===== config.mk =====
export PLATFORM = sky130hd
export DESIGN_NAME = rom_dl_sched_flat
export DESIGN_NICKNAME = d
export VERILOG_FILES = /design/src/rtl/rom_dl_sched_pkg.sv /design/src/rtl/rom_dl_sched_if.sv /design/src/rtl/rom_dl_sched_toggle_port.sv /design/src/rtl/rom_dl_sched.sv /design/src/flat_wrapper.sv
export SDC_FILE = /design/constraint.sdc
export NUM_CORES = 1
export LEC_CHECK = 0
export BUFFER_PORTS_ARGS = -buffer_cell sky130_fd_sc_hd__buf_2
export CORE_AREA = 2 2 122 124
export DETAILED_ROUTE_END_ITERATION = 10
export DIE_AREA = 0 0 124 126
export GPL_ROUTABILITY_DRIVEN = 0
export PLACE_DENSITY = 0.87
export SLEW_MARGIN = 10
export SYNTH_ARGS = -nofsm -noshare
export SYNTH_HDL_FRONTEND = slang
export SYNTH_SLANG_ARGS = --single-unit

===== constraint.sdc =====
create_clock -name clk_sys -period 3.15 [get_ports clk_sys]
set_clock_uncertainty 0.2 [all_clocks]
set_input_delay 0.1575 -clock clk_sys [delete_from_list [all_inputs] [get_ports clk_sys]]
set_output_delay 0.1575 -clock clk_sys [all_outputs]
set_load 0.01 [all_outputs]

===== src/rtl/rom_dl_sched_pkg.sv =====
// Shared definitions for the M62 ROM download scheduler: default region
// boundaries, the scheduler state encoding and the byte-address decoder.
package m62_dl_pkg;

  // Default region boundaries (byte addresses in the ioctl stream).
  localparam logic [24:0] P2_BASE_DEF   = 25'h30000;  // graphics, mirrored to port 2
  localparam logic [24:0] PROM_BASE_DEF = 25'hA0000;  // first PROM byte
  localparam logic [24:0] PROM_END_DEF  = 25'hA0920;  // one past the last PROM byte

  typedef enum logic [1:0] {
    IDLE,
    ISSUE,
    WAIT,
    FINISH
  } dl_state_e;

  // Where a downloaded byte goes; exactly one of p1/prom/drop is set,
  // p2 only ever appears together with p1.
  typedef struct packed {
    logic p1;
    logic p2;
    logic prom;
    logic drop;
  } region_t;

  function automatic region_t decode_region(
    input logic [24:0] addr,
    input logic [24:0] p2_base,
    input logic [24:0] prom_base,
    input logic [24:0] prom_end
  );
    region_t r;
    r = '0;
    if (addr < p2_base) begin
      r.p1 = 1'b1;
    end else if (addr < prom_base) begin
      r.p1 = 1'b1;
      r.p2 = 1'b1;
    end else if (addr < prom_end) begin
      r.prom = 1'b1;
    end else begin
      r.drop = 1'b1;
    end
    return r;
  endfunction

endpackage


===== src/rtl/rom_dl_sched_if.sv =====
// Toggle-handshake byte-write bundle towards the two SDRAM controller ports.
// The scheduler is the master (drives req/a/ds/d), the controller the slave.
interface rom_dl_sched_if;

  logic        port1_req;
  logic        port1_ack;
  logic [22:0] port1_a;
  logic [1:0]  port1_ds;
  logic [15:0] port1_d;

  logic        port2_req;
  logic        port2_ack;
  logic [22:0] port2_a;
  logic [1:0]  port2_ds;
  logic [15:0] port2_d;

  modport master (
    output port1_req, port1_a, port1_ds, port1_d,
    output port2_req, port2_a, port2_ds, port2_d,
    input  port1_ack, port2_ack
  );

  modport slave (
    input  port1_req, port1_a, port1_ds, port1_d,
    input  port2_req, port2_a, port2_ds, port2_d,
    output port1_ack, port2_ack
  );

endinterface


===== src/rtl/rom_dl_sched_toggle_port.sv =====
// One SDRAM write port using a toggle handshake: each issue flips req and
// captures the write fields, which then stay put until ack catches up.
module toggle_port (
  input  logic        clk,
  input  logic        rst_n,
  input  logic        issue_i,
  input  logic [22:0] a_i,
  input  logic [1:0]  ds_i,
  input  logic [15:0] d_i,
  input  logic        ack_i,
  output logic        req_o,
  output logic [22:0] a_o,
  output logic [1:0]  ds_o,
  output logic [15:0] d_o,
  output logic        busy_o
);

  logic        req_q;
  logic [22:0] a_q;
  logic [1:0]  ds_q;
  logic [15:0] d_q;

  // Flip req and capture the write fields on every issue.
  // NOTE: registers use non-blocking assignments so every flop samples
  // the pre-edge values regardless of statement order.
  // NOTE: the async reset clears req as well, so the controller sharing this
  // reset sees req==ack==0 afterwards and no stale request survives.
  always_ff @(posedge clk or negedge rst_n) begin
    if (!rst_n) begin
      req_q <= 1'b0;
      a_q   <= '0;
      ds_q  <= '0;
      d_q   <= '0;
    end else if (issue_i) begin
      req_q <= ~req_q;
      a_q   <= a_i;
      ds_q  <= ds_i;
      d_q   <= d_i;
    end
  end

  assign req_o  = req_q;
  assign a_o    = a_q;
  assign ds_o   = ds_q;
  assign d_o    = d_q;
  assign busy_o = req_q ^ ack_i;

endmodule


===== src/rtl/rom_dl_sched.sv =====
// ROM download scheduler for the Irem M62 core. Turns the HPS ioctl byte
// stream into SDRAM port writes / PROM strobes, back-pressures the HPS while
// SDRAM writes are outstanding, and owns rom_loaded plus the game reset.
module rom_dl_sched
  import m62_dl_pkg::*;
#(
  parameter logic [24:0] P2_BASE    = P2_BASE_DEF,
  parameter logic [24:0] PROM_BASE  = PROM_BASE_DEF,
  parameter logic [24:0] PROM_END   = PROM_END_DEF,
  parameter logic [15:0] RST_CYCLES = 16'hFFFF
) (
  input  logic                  clk_sys,
  input  logic                  reset_n,
  input  logic                  ioctl_download,
  input  logic                  ioctl_wr,
  input  logic [24:0]           ioctl_addr,
  input  logic [7:0]            ioctl_dout,
  output logic                  ioctl_wait,
  rom_dl_sched_if.master        sdram,
  output logic                  prom_wr,
  output logic [11:0]           prom_addr,
  output logic [7:0]            prom_data,
  input  logic                  soft_reset,
  output logic                  rom_loaded,
  output logic                  game_reset
);

  dl_state_e   state_q, state_d;
  logic        wr_q, dl_q;
  logic [24:0] addr_q, addr_d;
  logic [7:0]  data_q, data_d;
  logic        skid_vld_q, skid_vld_d;
  logic [24:0] skid_addr_q, skid_addr_d;
  logic [7:0]  skid_data_q, skid_data_d;
  logic        overrun_q, overrun_d;       // sticky: a skid entry was overwritten
  logic        fin_pend_q, fin_pend_d;
  logic        wait_q, wait_d;
  logic        rom_loaded_q, rom_loaded_d;
  logic        prom_wr_q, prom_wr_d;
  logic [11:0] prom_addr_q, prom_addr_d;
  logic [7:0]  prom_data_q, prom_data_d;
  logic [15:0] rst_cnt_q, rst_cnt_d;

  logic        wr_edge, dl_fall, fin_now;
  logic        issue1, issue2, busy1, busy2;
  region_t     reg_new, reg_skid, reg_cur;
  logic [23:0] p2_off;
  logic [11:0] prom_off;

  assign wr_edge = ioctl_wr & ~wr_q & ioctl_download;
  assign dl_fall = dl_q & ~ioctl_download;
  assign fin_now = fin_pend_q | dl_fall;

  assign reg_new  = decode_region(ioctl_addr,  P2_BASE, PROM_BASE, PROM_END);
  assign reg_skid = decode_region(skid_addr_q, P2_BASE, PROM_BASE, PROM_END);
  assign reg_cur  = decode_region(addr_q,      P2_BASE, PROM_BASE, PROM_END);

  // Offsets only need the low bits: inside their regions the differences fit.
  assign p2_off   = addr_q[23:0] - P2_BASE[23:0];
  assign prom_off = addr_q[11:0] - PROM_BASE[11:0];

  toggle_port u_port1 (
    .clk     (clk_sys),
    .rst_n   (reset_n),
    .issue_i (issue1),
    .a_i     (addr_q[23:1]),
    .ds_i    ({addr_q[0], ~addr_q[0]}),
    .d_i     ({data_q, data_q}),
    .ack_i   (sdram.port1_ack),
    .req_o   (sdram.port1_req),
    .a_o     (sdram.port1_a),
    .ds_o    (sdram.port1_ds),
    .d_o     (sdram.port1_d),
    .busy_o  (busy1)
  );

  toggle_port u_port2 (
    .clk     (clk_sys),
    .rst_n   (reset_n),
    .issue_i (issue2),
    .a_i     (p2_off[23:1]),
    .ds_i    ({p2_off[0], ~p2_off[0]}),
    .d_i     ({data_q, data_q}),
    .ack_i   (sdram.port2_ack),
    .req_o   (sdram.port2_req),
    .a_o     (sdram.port2_a),
    .ds_o    (sdram.port2_ds),
    .d_o     (sdram.port2_d),
    .busy_o  (busy2)
  );

  // Scheduler state, latched byte, skid buffer and registered outputs.
  always_ff @(posedge clk_sys or negedge reset_n) begin
    if (!reset_n) begin
      state_q      <= IDLE;
      wr_q         <= 1'b0;
      dl_q         <= 1'b0;
      addr_q       <= '0;
      data_q       <= '0;
      skid_vld_q   <= 1'b0;
      skid_addr_q  <= '0;
      skid_data_q  <= '0;
      overrun_q    <= 1'b0;
      fin_pend_q   <= 1'b0;
      wait_q       <= 1'b0;
      rom_loaded_q <= 1'b0;
      prom_wr_q    <= 1'b0;
      prom_addr_q  <= '0;
      prom_data_q  <= '0;
    end else begin
      state_q      <= state_d;
      wr_q         <= ioctl_wr;
      dl_q         <= ioctl_download;
      addr_q       <= addr_d;
      data_q       <= data_d;
      skid_vld_q   <= skid_vld_d;
      skid_addr_q  <= skid_addr_d;
      skid_data_q  <= skid_data_d;
      overrun_q    <= overrun_d;
      fin_pend_q   <= fin_pend_d;
      wait_q       <= wait_d;
      rom_loaded_q <= rom_loaded_d;
      prom_wr_q    <= prom_wr_d;
      prom_addr_q  <= prom_addr_d;
      prom_data_q  <= prom_data_d;
    end
  end

  // Next-state logic: accept/skid bytes, issue writes, wait for acks, finish.
  // NOTE: every signal assigned here gets a default first, so no path can
  // leave one unassigned and infer a latch.
  always_comb begin
    state_d     = state_q;
    addr_d      = addr_q;
    data_d      = data_q;
    skid_vld_d  = skid_vld_q;
    skid_addr_d = skid_addr_q;
    skid_data_d = skid_data_q;
    overrun_d   = overrun_q;
    fin_pend_d  = fin_now;
    wait_d      = wait_q;
    prom_wr_d   = 1'b0;
    prom_addr_d = prom_addr_q;
    prom_data_d = prom_data_q;
    issue1      = 1'b0;
    issue2      = 1'b0;

    unique case (state_q)
      IDLE: begin
        if (skid_vld_q) begin
          // A byte that arrived while busy goes first; a fresh edge refills the slot.
          addr_d      = skid_addr_q;
          data_d      = skid_data_q;
          wait_d      = reg_skid.p1;
          skid_vld_d  = wr_edge;
          skid_addr_d = wr_edge ? ioctl_addr : skid_addr_q;
          skid_data_d = wr_edge ? ioctl_dout : skid_data_q;
          state_d     = ISSUE;
        end else if (wr_edge) begin
          addr_d  = ioctl_addr;
          data_d  = ioctl_dout;
          wait_d  = reg_new.p1;
          state_d = ISSUE;
        end else if (fin_now) begin
          fin_pend_d = 1'b0;
          state_d    = FINISH;
        end
      end

      ISSUE: begin
        issue1 = reg_cur.p1;
        issue2 = reg_cur.p2;
        if (reg_cur.prom) begin
          prom_wr_d   = 1'b1;
          prom_addr_d = prom_off;
          prom_data_d = data_q;
        end
        wait_d  = reg_cur.p1;
        state_d = reg_cur.p1 ? WAIT : IDLE;
      end

      WAIT: begin
        // Each port is tracked on its own, so acks may arrive in any order.
        if (!busy1 && !busy2) begin
          wait_d = 1'b0;
          if (fin_now && !skid_vld_q && !wr_edge) begin
            fin_pend_d = 1'b0;
            state_d    = FINISH;
          end else begin
            state_d = IDLE;
          end
        end
      end

      FINISH: begin
        state_d = IDLE;
      end

      default: begin
        state_d = IDLE;
      end
    endcase

    // An edge while not idle is parked; a second one overwrites it.
    if (state_q != IDLE && wr_edge) begin
      skid_vld_d  = 1'b1;
      skid_addr_d = ioctl_addr;
      skid_data_d = ioctl_dout;
      if (skid_vld_q) begin
        overrun_d = 1'b1;
      end
    end
  end

  // rom_loaded is sticky and rises on the edge that enters FINISH.
  assign rom_loaded_d = rom_loaded_q | (state_d == FINISH);

  // Game reset stretcher: reload while any source is active, else count down.
  always_comb begin
    rst_cnt_d = rst_cnt_q;
    if (soft_reset || !rom_loaded_q || ioctl_download) begin
      rst_cnt_d = RST_CYCLES;
    end else if (rst_cnt_q != 16'd0) begin
      rst_cnt_d = rst_cnt_q - 16'd1;
    end
  end

  // Game reset counter register; starts full so the game is held in reset.
  always_ff @(posedge clk_sys or negedge reset_n) begin
    if (!reset_n) begin
      rst_cnt_q <= RST_CYCLES;
    end else begin
      rst_cnt_q <= rst_cnt_d;
    end
  end

  assign ioctl_wait = wait_q;
  assign prom_wr    = prom_wr_q;
  assign prom_addr  = prom_addr_q;
  assign prom_data  = prom_data_q;
  assign rom_loaded = rom_loaded_q;
  assign game_reset = (rst_cnt_q != 16'd0);

endmodule


===== src/flat_wrapper.sv =====
// flat-port wrapper written by rule: the top's interface ports become plain ports
module rom_dl_sched_flat import m62_dl_pkg::*;
#(
  parameter logic [24:0] P2_BASE    = P2_BASE_DEF,
  parameter logic [24:0] PROM_BASE  = PROM_BASE_DEF,
  parameter logic [24:0] PROM_END   = PROM_END_DEF,
  parameter logic [15:0] RST_CYCLES = 16'hFFFF
)
  (clk_sys, reset_n, ioctl_download, ioctl_wr, ioctl_addr, ioctl_dout, ioctl_wait, prom_wr, prom_addr, prom_data, soft_reset, rom_loaded, game_reset, sdram_port1_req, sdram_port1_a, sdram_port1_ds, sdram_port1_d, sdram_port2_req, sdram_port2_a, sdram_port2_ds, sdram_port2_d, sdram_port1_ack, sdram_port2_ack);
  rom_dl_sched_if sdram_i ();
  input  logic clk_sys;
  input  logic reset_n;
  input  logic ioctl_download;
  input  logic ioctl_wr;
  input  logic [24:0] ioctl_addr;
  input  logic [7:0] ioctl_dout;
  output logic ioctl_wait;
  output logic prom_wr;
  output logic [11:0] prom_addr;
  output logic [7:0] prom_data;
  input  logic soft_reset;
  output logic rom_loaded;
  output logic game_reset;
  output wire logic [$bits(sdram_i.port1_req)-1:0] sdram_port1_req;
  output wire logic [$bits(sdram_i.port1_a)-1:0] sdram_port1_a;
  output wire logic [$bits(sdram_i.port1_ds)-1:0] sdram_port1_ds;
  output wire logic [$bits(sdram_i.port1_d)-1:0] sdram_port1_d;
  output wire logic [$bits(sdram_i.port2_req)-1:0] sdram_port2_req;
  output wire logic [$bits(sdram_i.port2_a)-1:0] sdram_port2_a;
  output wire logic [$bits(sdram_i.port2_ds)-1:0] sdram_port2_ds;
  output wire logic [$bits(sdram_i.port2_d)-1:0] sdram_port2_d;
  input wire logic [$bits(sdram_i.port1_ack)-1:0] sdram_port1_ack;
  input wire logic [$bits(sdram_i.port2_ack)-1:0] sdram_port2_ack;
  assign sdram_port1_req = sdram_i.port1_req;
  assign sdram_port1_a = sdram_i.port1_a;
  assign sdram_port1_ds = sdram_i.port1_ds;
  assign sdram_port1_d = sdram_i.port1_d;
  assign sdram_port2_req = sdram_i.port2_req;
  assign sdram_port2_a = sdram_i.port2_a;
  assign sdram_port2_ds = sdram_i.port2_ds;
  assign sdram_port2_d = sdram_i.port2_d;
  assign sdram_i.port1_ack = sdram_port1_ack;
  assign sdram_i.port2_ack = sdram_port2_ack;
  rom_dl_sched #(.P2_BASE(P2_BASE), .PROM_BASE(PROM_BASE), .PROM_END(PROM_END), .RST_CYCLES(RST_CYCLES)) u_core (.clk_sys(clk_sys), .reset_n(reset_n), .ioctl_download(ioctl_download), .ioctl_wr(ioctl_wr), .ioctl_addr(ioctl_addr), .ioctl_dout(ioctl_dout), .ioctl_wait(ioctl_wait), .sdram(sdram_i), .prom_wr(prom_wr), .prom_addr(prom_addr), .prom_data(prom_data), .soft_reset(soft_reset), .rom_loaded(rom_loaded), .game_reset(game_reset));
endmodule

; Word level (Yosys, flattened, before mapping)
; Index checks and enable logic that the tools add are counted.
[word_totals]
reg_bits = 195
in_bits = 40
output_inout_bits = 108
elab_cells = 120
[op_classes]
addsub = 2
magnitude_cmp = 7
eq_ne = 6
mux = 45
bitwise = 13
n_reduce_logical = 24
[ops]
columns = op, count
row1 = $mux W25, 5
row2 = $lt A25 B20 Y1 const B, 4
row3 = $lt A25 B18 Y1 const B, 3
row4 = $mux W8, 5
row5 = $mux W16, 2
row6 = $sub A24 B18 Y24 const B, 1
row7 = $mux W2, 10
row8 = $mux W1, 19
row9 = $reduce_bool A16 Y1, 1
row10 = $sub A16 B1 Y16 const B, 1
row11 = $reduce_bool A2 Y1, 6
row12 = $pmux W2 S4, 1
row13 = $eq A2 B2 Y1 const B, 3
row14 = $not A1 Y1, 6
row15 = $reduce_and A3 Y1, 2
row16 = $logic_not A1 Y1, 5
row17 = $logic_and A1 B1 Y1, 4
row18 = $reduce_and A2 Y1, 2
row19 = $and A1 B1 Y1, 3
row20 = $mux W3, 1
row21 = $ne A3 B1 Y1 const B, 1
row22 = $pmux W1 S3, 1
row23 = $reduce_bool A3 Y1, 1
row24 = $eq A2 B1 Y1 const B, 1
row25 = 6 further kinds, 9

; Depth between registers and ports, before layout
[depth]
depth_word = 10
mapped_depth = 8
mapped_depth_nobuf = 6

; Modules after synthesis
; A second synthesis with hierarchy kept.
[unflattened]
cells_unflattened = 613
hier_area_um2 = 8753.4
[by_module_without_submodules]
columns = module, n_inst, cells_each, area_per_inst_um2, seq_area_each_um2
row1 = rom_dl_sched, 1, 433, 5217.5, 2797.7
row2 = toggle_port, 2, 90, 1767.9, 1051.0

; Least setup slack after synthesis
; Ideal clock, no wire load.
[synth_timing]
kind = register to register
from = register u_core.state_q[1]
to = register u_core.u_port1.a_q[0], in the netlist u_core.u_port1.a_o[0]
setup_time_ns = 0.125
arrival_time_ns = 2.123
required_ns = 2.825
slack_ns = 0.702
path_stages_with_launch = 8
n_path_buf = 2
period_less_slack_ns = 2.448
cell_sequence = dfrtp_1 -> inv_1 -> ha_1 -> or4b_1 -> or4b_1 -> buf_6 -> buf_6 -> mux2_4
[synth_between]
elab_chain_len = 2
[synth_lines]
columns = item, line_no
row1 = "start, declared", rom_dl_sched.sv:28  ; dl_state_e state_q, state_d;
row2 = "start signal, assigned", rom_dl_sched.sv:111  ; state_q <= state_d;
row3 = $eq A2 B1 Y1, rom_dl_sched.sv:148  ; unique case (state_q)
row4 = $mux W1, rom_dl_sched.sv:148
row5 = "end signal, assigned", rom_dl_sched_toggle_port.sv:36  ; a_q <= a_i;
row6 = "end, declared", rom_dl_sched_toggle_port.sv:19  ; logic [22:0] a_q;
; No other way between the ends.
; A chain may end at the register's enable or synchronous reset.

; Final worst setup path
[layout_timing]
from = register u_core.state_q[1]
to = register u_core.rom_loaded_q, in the netlist u_core.rom_loaded
[layout_between]
elab_chain_len = 6
word_cells_on_any_way = 11
cone_classes = eq/ne (4) / mux (5) / bitwise (1) / reduce/logical (1)
[layout_lines]
columns = item, line_no
row1 = $mux W2, rom_dl_sched.sv:164  ; end else if (fin_now) begin
row2 = $mux W2, rom_dl_sched.sv:159  ; end else if (wr_edge) begin
row3 = $mux W2, rom_dl_sched.sv:150  ; if (skid_vld_q) begin
row4 = $pmux W2 S4 (*), rom_dl_sched.sv:148
row5 = $eq A2 B2 Y1 (*), rom_dl_sched.sv:216  ; assign rom_loaded_d = rom_loaded_q | (state_d == FINISH);
row6 = $or A1 B1 Y1 (*), rom_dl_sched.sv:216
row7 = net u_core.rom_loaded_d, rom_dl_sched.sv:38  ; logic rom_loaded_q, rom_loaded_d;
row8 = "end signal, assigned", rom_dl_sched.sv:122  ; rom_loaded_q <= rom_loaded_d;
row9 = "end, declared", rom_dl_sched.sv:38
; Mark *: on every way through the listed nets, which the timed path passes. The rest lies on a longest branch.

==> run_results.csv <==
group,metric,value,unit
cts,cts_tree,"done",
critical_path,critPathMaxFanout,37,
logic_synthesis,syn_nets,639,
logic_synthesis,synth_mux_area_share,21.6,%
timing,finalSetupViolCount,0,
place,dp_hpwl,11.3,mm
critical_path,path_delay_family,"simple AND/OR/NAND/NOR gates",
logic_synthesis,synth-seq-cells,179,
logic_synthesis,yosys.area_share.simple,8.53,%
logic_synthesis,syn_area,0.00774,sq mm
global_route,first_global_vias,5480,
timing,finalWorstSetupSlack,0.281,ns
logic_synthesis,ys_seq_area_share,58.1,%
critical_path,slowest_delay,0.62,ns
timing,max_freq,349,MHz
pwr,p_leak,0.00465,uW
cts,cts_setup_buffers,0,
die,core,0.0143,sq mm
hold_path,hold_class,"in -> async",
logic_synthesis,synth_edf_count,0,
cells_and_area,final_util,67.0,%
logic_synthesis,synth_top_family_by_area,"multiplexers",
cells_and_area,layout_commonest_cell,"dfrtp_1",
critical_path,cp_data_required_time,3.32,ns
detailed_routing,drt_iter0_drc,402,
critical_path,r2r_setup_slack,0.28,ns
logic_synthesis,synthCells,592,
critical_path,critical_path_class,"reg -> reg",
cells_and_area,design_area,0.00959,sq mm
cts,ctsRootBufferMaster,"clkbuf_16",
detailed_routing,vias_per_cell,5.53,
place,dpl_cell_area,0.00858,sq mm
outcome,status,"finished, final reports clean",
timing,finalCritPeriodShare,91.1,%
cts,clkLatencyLatePin,0.43,ns
place,pre_cts_ws,0.315,ns
logic_synthesis,synth_xor_area_share,0.679,%
detailed_routing,drtAntennaViolNets,0,
critical_path,crit_slowest_cell,"or4b_2",
logic_synthesis,synth_area_per_cell,13.1,sq um
detailed_routing,wl_per_cell,18.1,um
global_route,overflow,0,
cts,clk_pin_slew,0.07,ns
logic_synthesis,synthAdderAreaFrac,1.13,%
cts,cts_made_buffers,17,
critical_path,path_buf_inv,2,
timing,maxSlewHeadroom,41.5,%
global_route,grt_start_max_net_pins,74,
detailed_routing,drc_errors,0,
timing,fin_crit,2.87,ns
logic_synthesis,synth_compound_area_share,6.35,%
global_route,grt_pass1_wl,28.0,mm
detailed_routing,vias,5310,
cells_and_area,antenna_cells,0,
cells_and_area,fin_nets,810,
critical_path,reg2reg_to,"u_core.rom_loaded",
timing,drv_slew,0,
die,fp.dieW,124,um
die,io_pins,148,
critical_path,startpoint_type,"flop",
global_route,antenna_found_initial,0,
cells_and_area,final_cell_mix,"162 x dfrtp_1, 146 x buf_2, 85 x mux2_2",
pwr,power_density,903,mW/mm^2
timing,fin_setup_tns,0,ns
run,maxCapViolCount,0,
critical_path,arrival,3.04,ns
logic_synthesis,synth_cell_types,51,
place,port_buffers,147,
pwr,ir_drop,0.445,mV
logic_synthesis,yosys_warnings,0,
cells_and_area,area_growth_syn_to_layout,23.9,%
cts,clkSinkCount,179,
die,start_util,54.1,%
critical_path,rr_worst_depth,7,
die,die_area,0.0156,sq mm
detailed_routing,drt_pass1_iterations,4,
critical_path,end_kind,"flop",
die,rows,44,
logic_synthesis,synth_ff_type,"dfrtp_1",
die,fp.dieH,126,um
timing,tightest_slew,0.869,ns
global_route,grtUsageTotal,23.5,%
detailed_routing,wl,17.4,mm
critical_path,crit_chain,"inv_1 -> ha_1 -> or4b_1 -> or4b_2 -> buf_4 -> o221ai_1 -> a211o_1",
timing,rsz0062_at_grt,"no",
cts,htreeDepth,4,
timing,hold_viol,0,
cts,clk_path_buf_depth,2,
logic_synthesis,async_flop_share,100,%
cells_and_area,drive_gt1_share,41.4,%
critical_path,rr_startpoint,"u_core.state_q[1]",
-- repair_timing --
item,in CTS,in global routing
resized for setup,0,0
hold endpoints to repair,152,0
hold buffers,37,0
-- state kept, by name (all words and copies together) (netlist names), 8 cells and up --
signal,cells
u_core.u_port1.d_o,8
u_core.skid_data_q,8
u_core.rst_cnt_q,16
u_core.u_port1.a_o,23
u_core.data_q,8
u_core.prom_data,8
u_core.u_port2.d_o,8
u_core.addr_q,25
u_core.u_port2.a_o,23
u_core.skid_addr_q,25
u_core.prom_addr,12
-- kinds of logic after synthesis --
group | after synthesis
AND/OR/NAND/NOR | 123
buffers and inverters | 49
flip-flops | 179
XOR/XNOR | 6
AO/OA/AOI/OAI | 83
multiplexers | 145
adder cells (fa/ha/maj) | 7
-- through the flow --
stage | hold WS (ns) | total power [uW] | cells
floorplan | -0.338 | 5420 | 592
global placement | 0.00266 | 6150 | 891
detailed placement | 0.00236 | 6360 | 891
CTS | 0.135 | 8680 | 960
global route | 0.147 | 9170 | 960
finish | 0.107 | 8670 | 960
-- worst max path at each step --
stage                       from  depth (start not counted)  slack (ns)               endpoint
3_3_place_gp   u_core.state_q[1]                          6        0.41  u_core.u_port1.a_o[6]
6_report       u_core.state_q[1]                          7        0.28      u_core.rom_loaded
5_1_grt        u_core.state_q[1]                          7        0.18      u_core.rom_loaded
4_1_cts        u_core.state_q[1]                          7        0.29      u_core.rom_loaded
2_1_floorplan  u_core.state_q[1]                          7        0.70  u_core.u_port1.a_o[0]
3_5_place_dp   u_core.state_q[1]                          7        0.31      u_core.rom_loaded
-- final cells by class --
type | count | area [sq um]
Clock buffer | 18 | 439
Clock inverter | 14 | 201
Fill cell | 1022 | 4720
Inverter | 8 | 30.0
Multi-Input combinational cell | 364 | 2990
Sequential cell | 179 | 4500
Tap cell | 184 | 230
Timing Repair Buffer | 193 | 1200
-- synthesized netlist by cell type, drive strengths merged (7+ instances only) --
master	count	area share (%)
nor3	10	0.71
dfstp	16	5.4
inv	8	0.39
dfrtp	163	53
a21oi	7	0.45
and2	10	0.81
o21ai	47	3.0
buf	28	2.6
nand2	40	1.9
ha	7	1.1
mux2i	36	4.7
nor2	12	0.58
clkbuf	13	0.63
mux2	109	17
-- power by group --
group / leakage (uW) / switching [uW] / internal (uW)
clock: 0.000301 / 900 / 1360
combinational: 0.00209 / 1280 / 1330
sequential: 0.00226 / 675 / 3120
-- per-layer routing --
metal / vias to the layer above / routed length, um / GRT usage [%]
met5: - / 0 / 0
met4: 0 / 416 / 9.52
met3: 35 / 875 / 5.21
met2: 174 / 9020 / 40.0
met1: 2659 / 7060 / 28.8
li1: 2442 / - / -
(Power assumes the default switching activity.)
